$ cat src/rtl/mem_arbiter_pkg.sv
// Shared types for the four-master Avalon memory arbiter.
package mem_arb_defs;

    typedef enum logic [1:0] {IDLE, ISSUE, DONE} mem_arb_state;
    typedef logic [1:0]   mem_arb_id;
    typedef logic [127:0] line;

    localparam int unsigned NumMasters = 4;

endpackage

$ cat src/rtl/mem_arbiter_rr_pick4.sv
// Combinational round-robin picker: first requester after 'last', wrapping modulo 4.
module rr_pick4
    import mem_arb_defs::*;
(
    input  logic [3:0] req,
    input  mem_arb_id  last,
    output mem_arb_id  grant,
    output logic       any
);

    mem_arb_id cand;

    // Walk from farthest to nearest so the nearest requester after 'last' wins.
    always_comb begin
        grant = last;
        any   = 1'b0;
        cand  = last;
        for (int i = 4; i >= 1; i--) begin
            cand = last + 2'(i);
            if (req[cand]) begin
                grant = cand;
                any   = 1'b1;
            end
        end
    end

endmodule

$ cat src/rtl/mem_arbiter.sv
// Four-to-one round-robin arbiter onto a single registered 128-bit Avalon port,
// one transaction outstanding at a time.
module mem_arbiter
    import mem_arb_defs::*;
(
    input  logic         clk,
    input  logic         rst,
    input  logic [31:0]  mem_0_address,
    input  logic         mem_0_read,
    input  logic         mem_0_write,
    input  logic [127:0] mem_0_writedata,
    input  logic [15:0]  mem_0_byteenable,
    output logic [127:0] mem_0_readdata,
    output logic         mem_0_waitrequest,
    input  logic [31:0]  mem_1_address,
    input  logic         mem_1_read,
    input  logic         mem_1_write,
    input  logic [127:0] mem_1_writedata,
    input  logic [15:0]  mem_1_byteenable,
    output logic [127:0] mem_1_readdata,
    output logic         mem_1_waitrequest,
    input  logic [31:0]  mem_2_address,
    input  logic         mem_2_read,
    input  logic         mem_2_write,
    input  logic [127:0] mem_2_writedata,
    input  logic [15:0]  mem_2_byteenable,
    output logic [127:0] mem_2_readdata,
    output logic         mem_2_waitrequest,
    input  logic [31:0]  mem_3_address,
    input  logic         mem_3_read,
    input  logic         mem_3_write,
    input  logic [127:0] mem_3_writedata,
    input  logic [15:0]  mem_3_byteenable,
    output logic [127:0] mem_3_readdata,
    output logic         mem_3_waitrequest,
    output logic [31:0]  avl_address,
    output logic         avl_read,
    output logic         avl_write,
    output logic [127:0] avl_writedata,
    output logic [15:0]  avl_byteenable,
    input  logic [127:0] avl_readdata,
    input  logic         avl_waitrequest
);

    logic [31:0] req_addr  [NumMasters];
    line         req_wdata [NumMasters];
    logic [15:0] req_be    [NumMasters];
    logic [3:0]  req_rd, req_wr, req_any, wait_n;
    line         rdata_q   [NumMasters];

    mem_arb_state state_q, state_d;
    mem_arb_id    last_q, grant_q, pick;
    logic         pick_any;

    logic [31:0]  avl_address_q;
    logic         avl_read_q, avl_write_q;
    line          avl_writedata_q;
    logic [15:0]  avl_byteenable_q;

    assign req_addr  = '{mem_0_address, mem_1_address, mem_2_address, mem_3_address};
    assign req_wdata = '{mem_0_writedata, mem_1_writedata, mem_2_writedata, mem_3_writedata};
    assign req_be    = '{mem_0_byteenable, mem_1_byteenable, mem_2_byteenable, mem_3_byteenable};
    assign req_rd    = {mem_3_read, mem_2_read, mem_1_read, mem_0_read};
    assign req_wr    = {mem_3_write, mem_2_write, mem_1_write, mem_0_write};
    assign req_any   = req_rd | req_wr;

    rr_pick4 u_pick (
        .req   (req_any),
        .last  (last_q),
        .grant (pick),
        .any   (pick_any)
    );

    always_ff @(posedge clk) begin
        if (rst) begin
            state_q <= IDLE;
        end else begin
            state_q <= state_d;
        end
    end

    always_comb begin
        state_d = state_q;
        unique case (state_q)
            IDLE:    if (pick_any) state_d = ISSUE;
            ISSUE:   if (!avl_waitrequest) state_d = DONE;
            DONE:    state_d = IDLE;
            default: state_d = IDLE;
        endcase
    end

    // Write wins when a master raises read and write together.
    always_ff @(posedge clk) begin
        if (rst) begin
            last_q           <= 2'd3;
            grant_q          <= 2'd0;
            avl_address_q    <= '0;
            avl_read_q       <= 1'b0;
            avl_write_q      <= 1'b0;
            avl_writedata_q  <= '0;
            avl_byteenable_q <= '0;
            for (int i = 0; i < NumMasters; i++) rdata_q[i] <= '0;
        end else begin
            if (state_q == IDLE && pick_any) begin
                grant_q          <= pick;
                last_q           <= pick;
                avl_address_q    <= req_addr[pick];
                avl_write_q      <= req_wr[pick];
                avl_read_q       <= !req_wr[pick];
                avl_writedata_q  <= req_wdata[pick];
                avl_byteenable_q <= req_be[pick];
            end
            if (state_q == ISSUE && !avl_waitrequest) begin
                avl_read_q  <= 1'b0;
                avl_write_q <= 1'b0;
                if (avl_read_q) rdata_q[grant_q] <= avl_readdata;
            end
        end
    end

    always_comb begin
        wait_n = 4'hF;
        if (state_q == DONE) wait_n[grant_q] = 1'b0;
    end

    assign avl_address       = avl_address_q;
    assign avl_read          = avl_read_q;
    assign avl_write         = avl_write_q;
    assign avl_writedata     = avl_writedata_q;
    assign avl_byteenable    = avl_byteenable_q;
    assign mem_0_waitrequest = wait_n[0];
    assign mem_1_waitrequest = wait_n[1];
    assign mem_2_waitrequest = wait_n[2];
    assign mem_3_waitrequest = wait_n[3];
    assign mem_0_readdata    = rdata_q[0];
    assign mem_1_readdata    = rdata_q[1];
    assign mem_2_readdata    = rdata_q[2];
    assign mem_3_readdata    = rdata_q[3];

endmodule

$ cat config.mk
export PLATFORM = sky130hd
export DESIGN_NAME = mem_arbiter
export DESIGN_NICKNAME = d
export VERILOG_FILES = /design/src/rtl/mem_arbiter_pkg.sv /design/src/rtl/mem_arbiter_rr_pick4.sv /design/src/rtl/mem_arbiter.sv
export SDC_FILE = /design/constraint.sdc
export NUM_CORES = 1
export LEC_CHECK = 0
export CORE_AREA = 2 2 598 600
export CTS_CLUSTER_DIAMETER = 120
export CTS_CLUSTER_SIZE = 20
export DETAILED_ROUTE_END_ITERATION = 12
export DIE_AREA = 0 0 600 602
export SYNTH_ARGS = -nofsm -noshare
export SYNTH_HDL_FRONTEND = slang
export SYNTH_SLANG_ARGS = --single-unit
export TNS_END_PERCENT = 1
$ cat constraint.sdc
create_clock -name clk -period 5.73 [get_ports clk]
set_input_delay 1.146 -clock clk [delete_from_list [all_inputs] [get_ports clk]]
set_output_delay 1.146 -clock clk [all_outputs]
set_load 0.1 [all_outputs]
==> flow_metrics.tcl <==
set metrics [dict create \
    place_inst 8555 \
    hold_depth 2 \
    drtIter0Drc 2421 \
    core_area_sq_um 355000 \
    crit_arrival_ns 4.94 \
    fin_skew_ns 0.0582 \
    ys_ff_latch 696 \
    ctsHoldBuffers 0 \
    avgSynthCellArea_sq_um 12.8 \
    grtUsageMet3_pct 3.59 \
    outcome "finished, violations left" \
    wl_per_cell_um 28.4 \
    r2r_cells 7 \
    finalPower_w 0.0165 \
    drv_cap 2 \
    setup_viol 0 \
    synth_top_area_share_pct 49.3 \
    relSlewSlack_pct -7.17 \
    grtUsageMet2_pct 23.5 \
    synthesis.nets 3282 \
    pre_cts_ws_ns 0.461 \
    die_w_um 600 \
    hold_path_class "reg -> reg" \
    cts_sinks 696 \
    clock_tree.buffer_depth 3 \
    drc 0 \
    ant_nets 0 \
    dpl.hpwl_um 205000 \
    synth_seq_area_share_pct 61.1 \
    final.setup.tns_ns 0 \
    period_share_pct 76.6 \
    whs_endpoint "avl_writedata[104]" \
    final_common_cell "clkdlybuf4s50_1" \
    path_clk_slew_ns 0.09 \
    grt_use_met1_pct 14.4 \
    grt_pass1_vias 28400 \
    drive_gt1_share_pct 11.0 \
    netlist_area_sq_um 31200 \
    reg2reg_slack_ns 2.14 \
    period_needed_ns 4.39 \
    rr_startpoint "last_q[0]" \
    cts_root_buffer "clkbuf_16" \
    cp-end-kind "register" \
    violations "capacitance limit, slew limit" \
    vias 28600 \
    post-cts-setup-buffers 0 \
    slew_viol_final 4 \
    mostFrequentLayoutCells "clkdlybuf4s50_1, edfxtp_1, and2_1, nor2_1, dfxtp_1" \
    hold_start "avl_writedata[104]" \
    powerDensity_nw_per_um2 307 \
    fillers 39500 \
    crit_fanout 114 \
    port_buffers 1536 \
    drt-total-wl_um 247000 \
    die-area_sq_um 361000 \
    cts_resized 0 \
    vdd_drop_max_mv 0.214 \
    gp_congestion 0.993 \
    grt_max_degree 143 \
    cts_tree "done" \
    grt_setup_unrepaired "no" \
    die_height_um 602 \
    grt_pass1_wl_um 309000 \
    tightest_slew_ns 1.60 \
    grtUsageTotal_pct 13.1 \
    criticalPathCategory "in -> reg" \
    cp.required_ns 6.28 \
    routed_via_density 3.29 \
    io_pins 1537 \
    finish.utilization_pct 15.2 \
    leakage_nw 18.8 \
    grt.busiest_layer "met2" \
    netlist.top_cell.by_area "edfxtp_1" \
    rows 219 \
    htree_levels 2 \
    synth-main-ff-cell "edfxtp_1" \
    fmax_mhz 228 \
    hold_violations 0 \
    ys_top_cells_by_area "edfxtp_1, dfxtp_1, and2_1" \
    drt-pass1-iter-count 5 \
    syn_inst 2439 \
    synth_edf_count 512 \
    r2r_end "avl_writedata[39]" \
    synth_warnings 0 \
    syn_to_final_growth_pct 72.7 \
    overflow 0 \
    fin_cells 8684 \
    synth.distinct_cells 43 \
    async_flop_share_pct 0 \
    clock_latency_ns 0.77 \
    startpoint_type "input pin" \
    setup_ws_ns 1.34 \
    start_util_pct 8.78 \
    final_nets 4699 \
    antenna_found_initial 156 \
    cts_buffers 50 \
]
## power breakdown
group | leakage (nW) | internal [W] | switching [W] | total, W
sequential | 6.82 | 0.00577 | 0.000232 | 0.00600
combinational | 11.2 | 0.00175 | 0.00485 | 0.00660
clock | 0.775 | 0.00174 | 0.00219 | 0.00392
total | 18.8 | 0.00926 | 0.00726 | 0.0165
## synth_stat cells (3+ instances only)
cell type / count
a2111oi_0: 58
a2111oi_1: 9
a2111oi_2: 109
a211oi_1: 176
a21oi_1: 5
and2_1: 298
and3_1: 129
buf_1: 4
buf_2: 56
buf_4: 5
clkbuf_1: 180
dfxtp_1: 184
edfxtp_1: 512
inv_1: 30
mux2i_1: 177
nand2_1: 36
nand2b_1: 4
nor2_1: 244
nor3_1: 5
nor3b_1: 3
o21ai_0: 7
o21bai_1: 3
o31a_1: 176
or2_2: 3
## registers in the layout, indices dropped and copies added (netlist names)
| signal | flops |
|---|---|
| avl_writedata | 128 |
| last_q | 2 |
| grant_q | 2 |
| state_q | 2 |
| rdata_q | 512 |
| avl_write | 1 |
| avl_address | 32 |
| avl_read | 1 |
| avl_byteenable | 16 |
## final cells by class
type | instances | area, sq um | area share [%]
clock inverter | 19 | 319 | 0.593
multi-input combinational | 1468 | 11100 | 20.7
antenna | 51 | 128 | 0.237
sequential | 696 | 19100 | 35.4
timing repair buffer | 1610 | 15900 | 29.5
tap | 4751 | 5940 | 11.0
inverter | 30 | 113 | 0.209
clock buffer | 59 | 1280 | 2.39
## metrics by stage
| stage | area, sq um | hold slack, ns |
|---|---|---|
| final | 53800 | 0.507 |
| after floorplan | 31200 | 0.485 |
| after global routing | 53800 | 0.529 |
| after detailed placement | 52100 | 0.497 |
| after CTS | 53700 | 0.510 |
| after global placement | 52100 | 0.490 |
## routing by layer
metal  part of all wire, %  routed length, um
met5                  0.13                326
met1                    36              89600
met3                   8.0              19700
met4                   4.8              11900
met2                    51             125000
## worst max-delay path, cell delays in order
cell,delay (ns)
clkdlybuf4s50_1,0.76
o21ai_0,0.55
a21oi_4,0.13
buf_12,0.24
buf_4,0.47
o31a_1,0.39
a211oi_1,0.99
a2111oi_2,0.11
## cells by family after synthesis
family	Yosys count	share of synthesized area (%)
buffers and inverters	275	3.60
AOI/OAI and AO/OA	557	17.1
and+or+nand+nor	734	12.5
DFF	696	61.1
muxes	177	5.68
## worst max-delay path by stage
stage,from,to
global placement,mem_3_write,avl_writedata[29]
floorplan,rst,rdata_q[3][0]
global route,state_q[1],mem_3_waitrequest
detailed placement,mem_3_write,avl_writedata[44]
CTS,state_q[1],mem_3_waitrequest
finish,mem_3_write,avl_writedata[44]
(Power assumes the default switching activity.)
